### src/rtl/lif_pkg.sv
// rtl/lif_pkg.sv - shared types, constants and saturation helper for the LIF neuron array
//
// Purpose: common definitions imported by lif_update_core and lif_neuron_array.
//   REFR_MODE_VOLT / REFR_MODE_CNT select how a neuron leaves refractory.
//   lif_state_t is the sweep FSM encoding.
//   sat() clamps a wide signed value into a w-bit two's complement range.
package lif_pkg;

  localparam int REFR_MODE_VOLT = 0;
  localparam int REFR_MODE_CNT  = 1;

  typedef enum logic {
    ST_IDLE  = 1'b0,
    ST_SWEEP = 1'b1
  } lif_state_t;

  // Width-generic clamp: the caller passes the target width and truncates the result.
  function automatic logic signed [31:0] sat(input logic signed [31:0] x, input int w);
    logic signed [31:0] hi;
    logic signed [31:0] lo;
    hi = (32'sd1 <<< (w - 1)) - 32'sd1;
    lo = -(32'sd1 <<< (w - 1));
    if (x > hi) begin
      return hi;
    end else if (x < lo) begin
      return lo;
    end else begin
      return x;
    end
  endfunction

endpackage

### src/rtl/lif_update_core.sv
// rtl/lif_update_core.sv - combinational next-state of one leaky integrate-and-fire neuron
//
// Purpose: given a neuron's stored membrane voltage, input current, refractory flag
// and refractory counter, produce the updated values and the spike bit.
// Ports:
//   i_v     W   current membrane voltage (signed)
//   i_i     W   input current (signed), ignored while refractory
//   i_refr  1   neuron is refractory
//   i_cnt   CW  remaining refractory timesteps (count mode only)
//   o_v     W   next membrane voltage
//   o_refr  1   next refractory flag
//   o_cnt   CW  next refractory counter
//   o_spike 1   neuron fires in this update
module lif_update_core
  import lif_pkg::*;
#(
  parameter int W          = 8,
  parameter int LSH        = 3,
  parameter int THRESH     = 64,
  parameter int V_MAX      = 127,
  parameter int V_RESET    = 0,
  parameter int NEG_DRIVE  = 16,
  parameter int REFR_MODE  = 0,
  parameter int REFR_STEPS = 4,
  parameter int CW         = 3
) (
  input  logic [W-1:0]  i_v,
  input  logic [W-1:0]  i_i,
  input  logic          i_refr,
  input  logic [CW-1:0] i_cnt,
  output logic [W-1:0]  o_v,
  output logic          o_refr,
  output logic [CW-1:0] o_cnt,
  output logic          o_spike
);

  logic signed [31:0] w_v;
  logic signed [31:0] w_i;
  logic signed [31:0] w_leak;
  logic signed [31:0] w_sum;

  assign w_v    = {{(32-W){i_v[W-1]}}, i_v};
  assign w_i    = {{(32-W){i_i[W-1]}}, i_i};
  // Arithmetic shift floors toward minus infinity, so negative V leaks toward zero.
  assign w_leak = w_v >>> LSH;

  always_comb begin
    w_sum   = '0;
    o_v     = i_v;
    o_refr  = i_refr;
    o_cnt   = i_cnt;
    o_spike = 1'b0;
    if (!i_refr) begin
      w_sum = sat(w_v + w_i - w_leak, W);
      if (w_sum >= THRESH) begin
        o_spike = 1'b1;
        o_refr  = 1'b1;
        if (REFR_MODE == REFR_MODE_CNT) begin
          o_v   = W'(V_RESET);
          o_cnt = CW'(REFR_STEPS);
        end else begin
          o_v = W'(V_MAX);
        end
      end else begin
        o_v = W'(w_sum);
      end
    end else if (REFR_MODE == REFR_MODE_VOLT) begin
      // Driven negative until the membrane undershoots -THRESH, then released.
      w_sum = sat(w_v - w_leak - NEG_DRIVE, W);
      o_v   = W'(w_sum);
      if (w_sum <= -THRESH) begin
        o_refr = 1'b0;
      end
    end else begin
      w_sum = sat(w_v - w_leak, W);
      o_v   = W'(w_sum);
      // A counter of 0 while refractory cannot normally occur; release rather than wrap.
      if (i_cnt <= CW'(1)) begin
        o_cnt  = '0;
        o_refr = 1'b0;
      end else begin
        o_cnt = i_cnt - CW'(1);
      end
    end
  end

endmodule

### src/rtl/lif_neuron_array.sv
// rtl/lif_neuron_array.sv - time-multiplexed array of N leaky integrate-and-fire neurons
//
// Purpose: a step pulse latches all input currents and sweeps the neurons one per
// clock through a single shared lif_update_core; done pulses once the sweep ends.
// Ports:
//   clk        1     clock
//   rst        1     asynchronous active-high reset
//   step       1     start one timestep (accepted only while idle)
//   i_flat     N*W   input currents, neuron k at [k*W +: W]
//   busy       1     sweep in progress
//   done       1     one-cycle pulse, spike_vec/refr_vec valid
//   spike_vec  N     spikes of the last completed timestep
//   refr_vec   N     per-neuron refractory flags
//   rd_idx     log2N readout select
//   rd_v       W     stored V[rd_idx], one cycle latency
//   overrun    1     sticky, step arrived while busy
module lif_neuron_array
  import lif_pkg::*;
#(
  parameter int N          = 4,
  parameter int W          = 8,
  parameter int FRAC       = 4,
  parameter int LSH        = 3,
  parameter int THRESH     = 64,
  parameter int V_MAX      = 127,
  parameter int V_RESET    = 0,
  parameter int NEG_DRIVE  = 16,
  parameter int REFR_MODE  = 0,
  parameter int REFR_STEPS = 4
) (
  input  logic                   clk,
  input  logic                   rst,
  input  logic                   step,
  input  logic [N*W-1:0]         i_flat,
  output logic                   busy,
  output logic                   done,
  output logic [N-1:0]           spike_vec,
  output logic [N-1:0]           refr_vec,
  input  logic [$clog2(N)-1:0]   rd_idx,
  output logic [W-1:0]           rd_v,
  output logic                   overrun
);

  localparam int IW = $clog2(N);
  localparam int CW = $clog2(REFR_STEPS + 1);

  // FRAC only names the fixed-point format; the datapath never depends on it.
  if (FRAC < 0 || FRAC >= W) begin : g_frac_outside_word
  end

  lif_state_t     r_state;
  logic [IW-1:0]  r_idx;
  logic [W-1:0]   r_v [N];
  logic [CW-1:0]  r_cnt [N];
  logic [N-1:0]   r_refr;
  logic [N-1:0]   r_shadow;
  logic [N-1:0]   r_spike_vec;
  logic [N*W-1:0] r_i_lat;
  logic           r_busy;
  logic           r_done;
  logic           r_overrun;
  logic [W-1:0]   r_rd_v;

  logic [W-1:0]   w_nv;
  logic           w_nrefr;
  logic [CW-1:0]  w_ncnt;
  logic           w_spike;
  logic [N-1:0]   w_shadow_next;

  lif_update_core #(
    .W          (W),
    .LSH        (LSH),
    .THRESH     (THRESH),
    .V_MAX      (V_MAX),
    .V_RESET    (V_RESET),
    .NEG_DRIVE  (NEG_DRIVE),
    .REFR_MODE  (REFR_MODE),
    .REFR_STEPS (REFR_STEPS),
    .CW         (CW)
  ) u_core (
    .i_v     (r_v[r_idx]),
    .i_i     (r_i_lat[r_idx*W +: W]),
    .i_refr  (r_refr[r_idx]),
    .i_cnt   (r_cnt[r_idx]),
    .o_v     (w_nv),
    .o_refr  (w_nrefr),
    .o_cnt   (w_ncnt),
    .o_spike (w_spike)
  );

  // Include the spike of the neuron being updated so the last one reaches spike_vec.
  assign w_shadow_next = r_shadow | (N'(w_spike) << r_idx);

  always_ff @(posedge clk or posedge rst) begin
    if (rst) begin
      r_state     <= ST_IDLE;
      r_idx       <= '0;
      r_refr      <= '0;
      r_shadow    <= '0;
      r_spike_vec <= '0;
      r_i_lat     <= '0;
      r_busy      <= 1'b0;
      r_done      <= 1'b0;
      r_overrun   <= 1'b0;
      r_rd_v      <= '0;
      for (int k = 0; k < N; k++) begin
        r_v[k]   <= '0;
        r_cnt[k] <= '0;
      end
    end else begin
      r_done <= 1'b0;
      r_rd_v <= r_v[rd_idx];
      case (r_state)
        ST_IDLE: begin
          if (step) begin
            r_i_lat  <= i_flat;
            r_idx    <= '0;
            r_shadow <= '0;
            r_busy   <= 1'b1;
            r_state  <= ST_SWEEP;
          end
        end
        ST_SWEEP: begin
          if (step) begin
            r_overrun <= 1'b1;
          end
          r_v[r_idx]    <= w_nv;
          r_refr[r_idx] <= w_nrefr;
          r_cnt[r_idx]  <= w_ncnt;
          r_shadow      <= w_shadow_next;
          if (r_idx == IW'(N - 1)) begin
            r_spike_vec <= w_shadow_next;
            r_done      <= 1'b1;
            r_busy      <= 1'b0;
            r_state     <= ST_IDLE;
          end else begin
            r_idx <= r_idx + IW'(1);
          end
        end
        default: r_state <= ST_IDLE;
      endcase
    end
  end

  assign busy      = r_busy;
  assign done      = r_done;
  assign spike_vec = r_spike_vec;
  assign refr_vec  = r_refr;
  assign rd_v      = r_rd_v;
  assign overrun   = r_overrun;

endmodule

### config.mk
export PLATFORM = sky130hd
export DESIGN_NAME = lif_neuron_array
export DESIGN_NICKNAME = d
export VERILOG_FILES = /design/src/rtl/lif_pkg.sv /design/src/rtl/lif_update_core.sv /design/src/rtl/lif_neuron_array.sv
export SDC_FILE = /design/constraint.sdc
export NUM_CORES = 1
export LEC_CHECK = 0
export CELL_PAD_IN_SITES_DETAIL_PLACEMENT = 1
export CELL_PAD_IN_SITES_GLOBAL_PLACEMENT = 1
export CORE_MARGIN = 3
export CORE_UTILIZATION = 35
export CTS_BUF_LIST = sky130_fd_sc_hd__clkbuf_8
export DETAILED_ROUTE_END_ITERATION = 10
export MAX_ROUTING_LAYER = met4
export PLACE_DENSITY_LB_ADDON = 0.1
export SYNTH_ARGS = -nofsm -noshare
export SYNTH_HDL_FRONTEND = slang
export SYNTH_SLANG_ARGS = --single-unit
### constraint.sdc
create_clock -name clk -period 6.64 [get_ports clk]
set_input_delay 1.328 -clock clk [delete_from_list [all_inputs] [get_ports clk]]
set_output_delay 1.328 -clock clk [all_outputs]
set_load 0.01 [all_outputs]
==> metrics.txt <==
core area 0.0160 mm²; Die Span Y 134 µm; Tightest Pin Transition 0.835 ns; Post-Synthesis Cells 567; Congestion Overflow GR 0; final setup fails 0; nets@finish 692; Worst setup EP type register; Synth Warn # 0; critical path data required time 6.92 ns; antenna violations before repair 0; Clock Skew 0.00861 ns; htree depth 3; CTS Buf Count 9; max-cap viol count 0; DR DRC count 0; CP Data Arrival Time 6.34 ns; Synth cell types 66; Post-DRT Antenna Nets 0; Reg-to-Reg End refr_vec[3]$_DFFE_PP0P_; max-slew violation count 0; wire length on met3 371 µm; Most used DFF post-synth dfrtp_1; Synth Area per Inst 10.2 µm²; post-synth top area share 0.390; post-CTS resize count 0; vias in the first global route 4926; dpl hpwl 12.2 mm; final worst path period share 0.912; CTS tree done; Cell Area, Synth 0.00577 mm²; FFs w/ async S/R, synth 1.00; Hold EP overrun$_DFFE_PP0P_; vias 4397; DR top layer met4; first-pass GRT wire length 25.8 mm; # rows 46; Hold Path Class register to register; Buf+Inv Stages, Crit Path 1; Reg2Reg Setup Slack 0.58 ns; syn_nets 643; critical path fanouts, max 10; Global Route Usage Sum 0.186; port bufs 55; hold-fix buffers at CTS 0; drt via density 5.26; layout cell share with drive strength beyond 1 0.153; Synth area leaders dfrtp_1, mux4_2, nand2_1; critical path's top delay family simple AND/OR/NAND/NOR gates; launch point of the worst reg-to-reg path r_idx[0]$_DFFE_PP0P_; leading cell type in the layout, fill and taps excluded nand2_1; Fmax achieved 165 MHz; CTS root buf clkbuf_8; CP Class register to register; fin crit period 6.06 ns; Clock Path Buffers 2; Final Hold Fails 0; Hold Path Depth 1; kind of start point of the critical path register; sequential-to-total area share from yosys stat 0.390; outcome finished, final reports clean; clock tree sinks 90; Clk pin slew, worst setup/hold paths 0.08 ns; CP cell instances buf_4, mux4_2, ha_1, nor2b_1, o2111ai_1, and3_1, or2_2, nor2_1, nand3_1, ha_1, nor4bb_1, and4_1, nand3b_1, ha_1, or4b_1, and3_1, a211oi_1, a31oi_1, o21ai_1; clock latency on the worst-skew pair 0.36 ns; boundary pin count 56; setup TNS 0 ns; Setup Buffers After CTS 0; Final GP Congestion 0.892; Crit path top cell by count ha_1; RSZ-0062 raised after global routing no; met2 WL 7.60 mm; die width 134 µm; initial cell density of the core 0.361; most frequent cells in the layout nand2_1, dfrtp_1, clkdlybuf4s50_1; number of flops mapped to enable cells by yosys 0; drt first pass iters 5; Critical Path Max Stage Delay 0.58 ns; drt total wl 15.7 mm; relative slew slack 0.443; n_diodes 0; Min-Delay Startpoint overrun$_DFFE_PP0P_; cell taking the most area after synthesis dfrtp_1; post-synthesis register bit count 90; initial detailed-routing violation count 151; wl on met1 7.30 mm; largest net degree at the start of global routing 66; die area 0.0181 mm²; Max stage delay cell, worst path dfrtp_1; routed len/inst 18.7 µm; reg2reg path depth 19; Syn-to-layout area delta 16.5%
## Yosys cell counts (all sizes together) (4+ instances only)
cell	n
o21ai	21
a31oi	9
nor2b	6
a2bb2oi	6
o21a	6
a211oi	4
clkbuf	16
nand3	13
dfrtp	90
a21oi	16
nor3	4
a21o	7
buf	7
ha	31
mux4	24
xnor2	7
inv	38
o31ai	10
a22oi	5
nand2	120
nand2b	10
mux2i	7
nor2	32
or2	5
mux2	25
fa	8
## final cells by class
cell class	instances	area, µm²
clock inverter	4	18.8
tap	216	270
multi-input combinational	416	3290
clock buffer	11	151
fill	1860	9280
inverter	38	144
timing repair buffer	61	596
sequential	90	2250
## layer usage
| layer | GRT usage | up-vias |
|---|---|---|
| met3 | 0.0244 | 23 |
| met1 | 0.241 | 2207 |
| met5 | - | - |
| met4 | 0.0583 | 0 |
| met2 | 0.307 | 72 |
| li1 | - | 2095 |
## kinds of logic after synthesis
| kind of cell | share of synthesized area |
|---|---|
| adder cells (fa/ha/maj) | 0.0949 |
| AO/OA/AOI/OAI | 0.137 |
| XOR/XNOR | 0.0121 |
| flip-flops | 0.390 |
| AND/OR/NAND/NOR | 0.171 |
| multiplexers | 0.155 |
| buffers and inverters | 0.0401 |
## worst max-delay path by stage
stage / endpoint / slack, ns / depth (start not counted) / from
global placement: refr_vec[0]$_DFFE_PP0P_ / 0.86 / 19 / r_idx[0]$_DFFE_PP0P_
floorplan: refr_vec[0]$_DFFE_PP0P_ / 1.02 / 21 / r_idx[0]$_DFFE_PP0P_
CTS: refr_vec[3]$_DFFE_PP0P_ / 0.61 / 19 / r_idx[0]$_DFFE_PP0P_
finish: refr_vec[3]$_DFFE_PP0P_ / 0.58 / 19 / r_idx[0]$_DFFE_PP0P_
detailed placement: refr_vec[3]$_DFFE_PP0P_ / 0.65 / 19 / r_idx[0]$_DFFE_PP0P_
global route: refr_vec[2]$_DFFE_PP0P_ / 0.10 / 19 / r_idx[0]$_DFFE_PP0P_
## state kept, by name (all words and copies together) (netlist names)
signal / count
r_i_lat: 32
r_v: 32
rd_v: 8
r_shadow: 4
refr_vec: 4
spike_vec: 4
r_idx: 2
busy: 1
done: 1
overrun: 1
r_state: 1
## per-stage QoR
step,util,hold slack (ns),instance area [µm²],worst slack [ns],instances
4_1_cts,0.420,0.474,6720,0.609,836
5_1_grt,0.420,0.509,6720,0.100,836
6_report,0.420,0.464,6720,0.583,836
3_5_place_dp,0.410,0.450,6550,0.646,821
2_1_floorplan,-,0.440,5770,1.02,567
3_3_place_gp,0.410,0.446,6550,0.856,821
## worst reg2reg max path: stages (launching register included)
cell,delay (ns)
dfrtp_1,0.58
buf_4,0.29
mux4_2,0.58
ha_1,0.30
nor2b_1,0.20
o2111ai_1,0.18
and3_1,0.29
or2_2,0.33
nor2_1,0.27
nand3_1,0.14
ha_1,0.31
nor4bb_1,0.27
and4_1,0.27
nand3b_1,0.09
ha_1,0.41
or4b_1,0.58
and3_1,0.20
a211oi_1,0.25
a31oi_1,0.23
o21ai_1,0.19
Power is left out: the tool's default activity adds up to more than one toggle a clock period on the data nets, which glitch-free logic cannot reach.
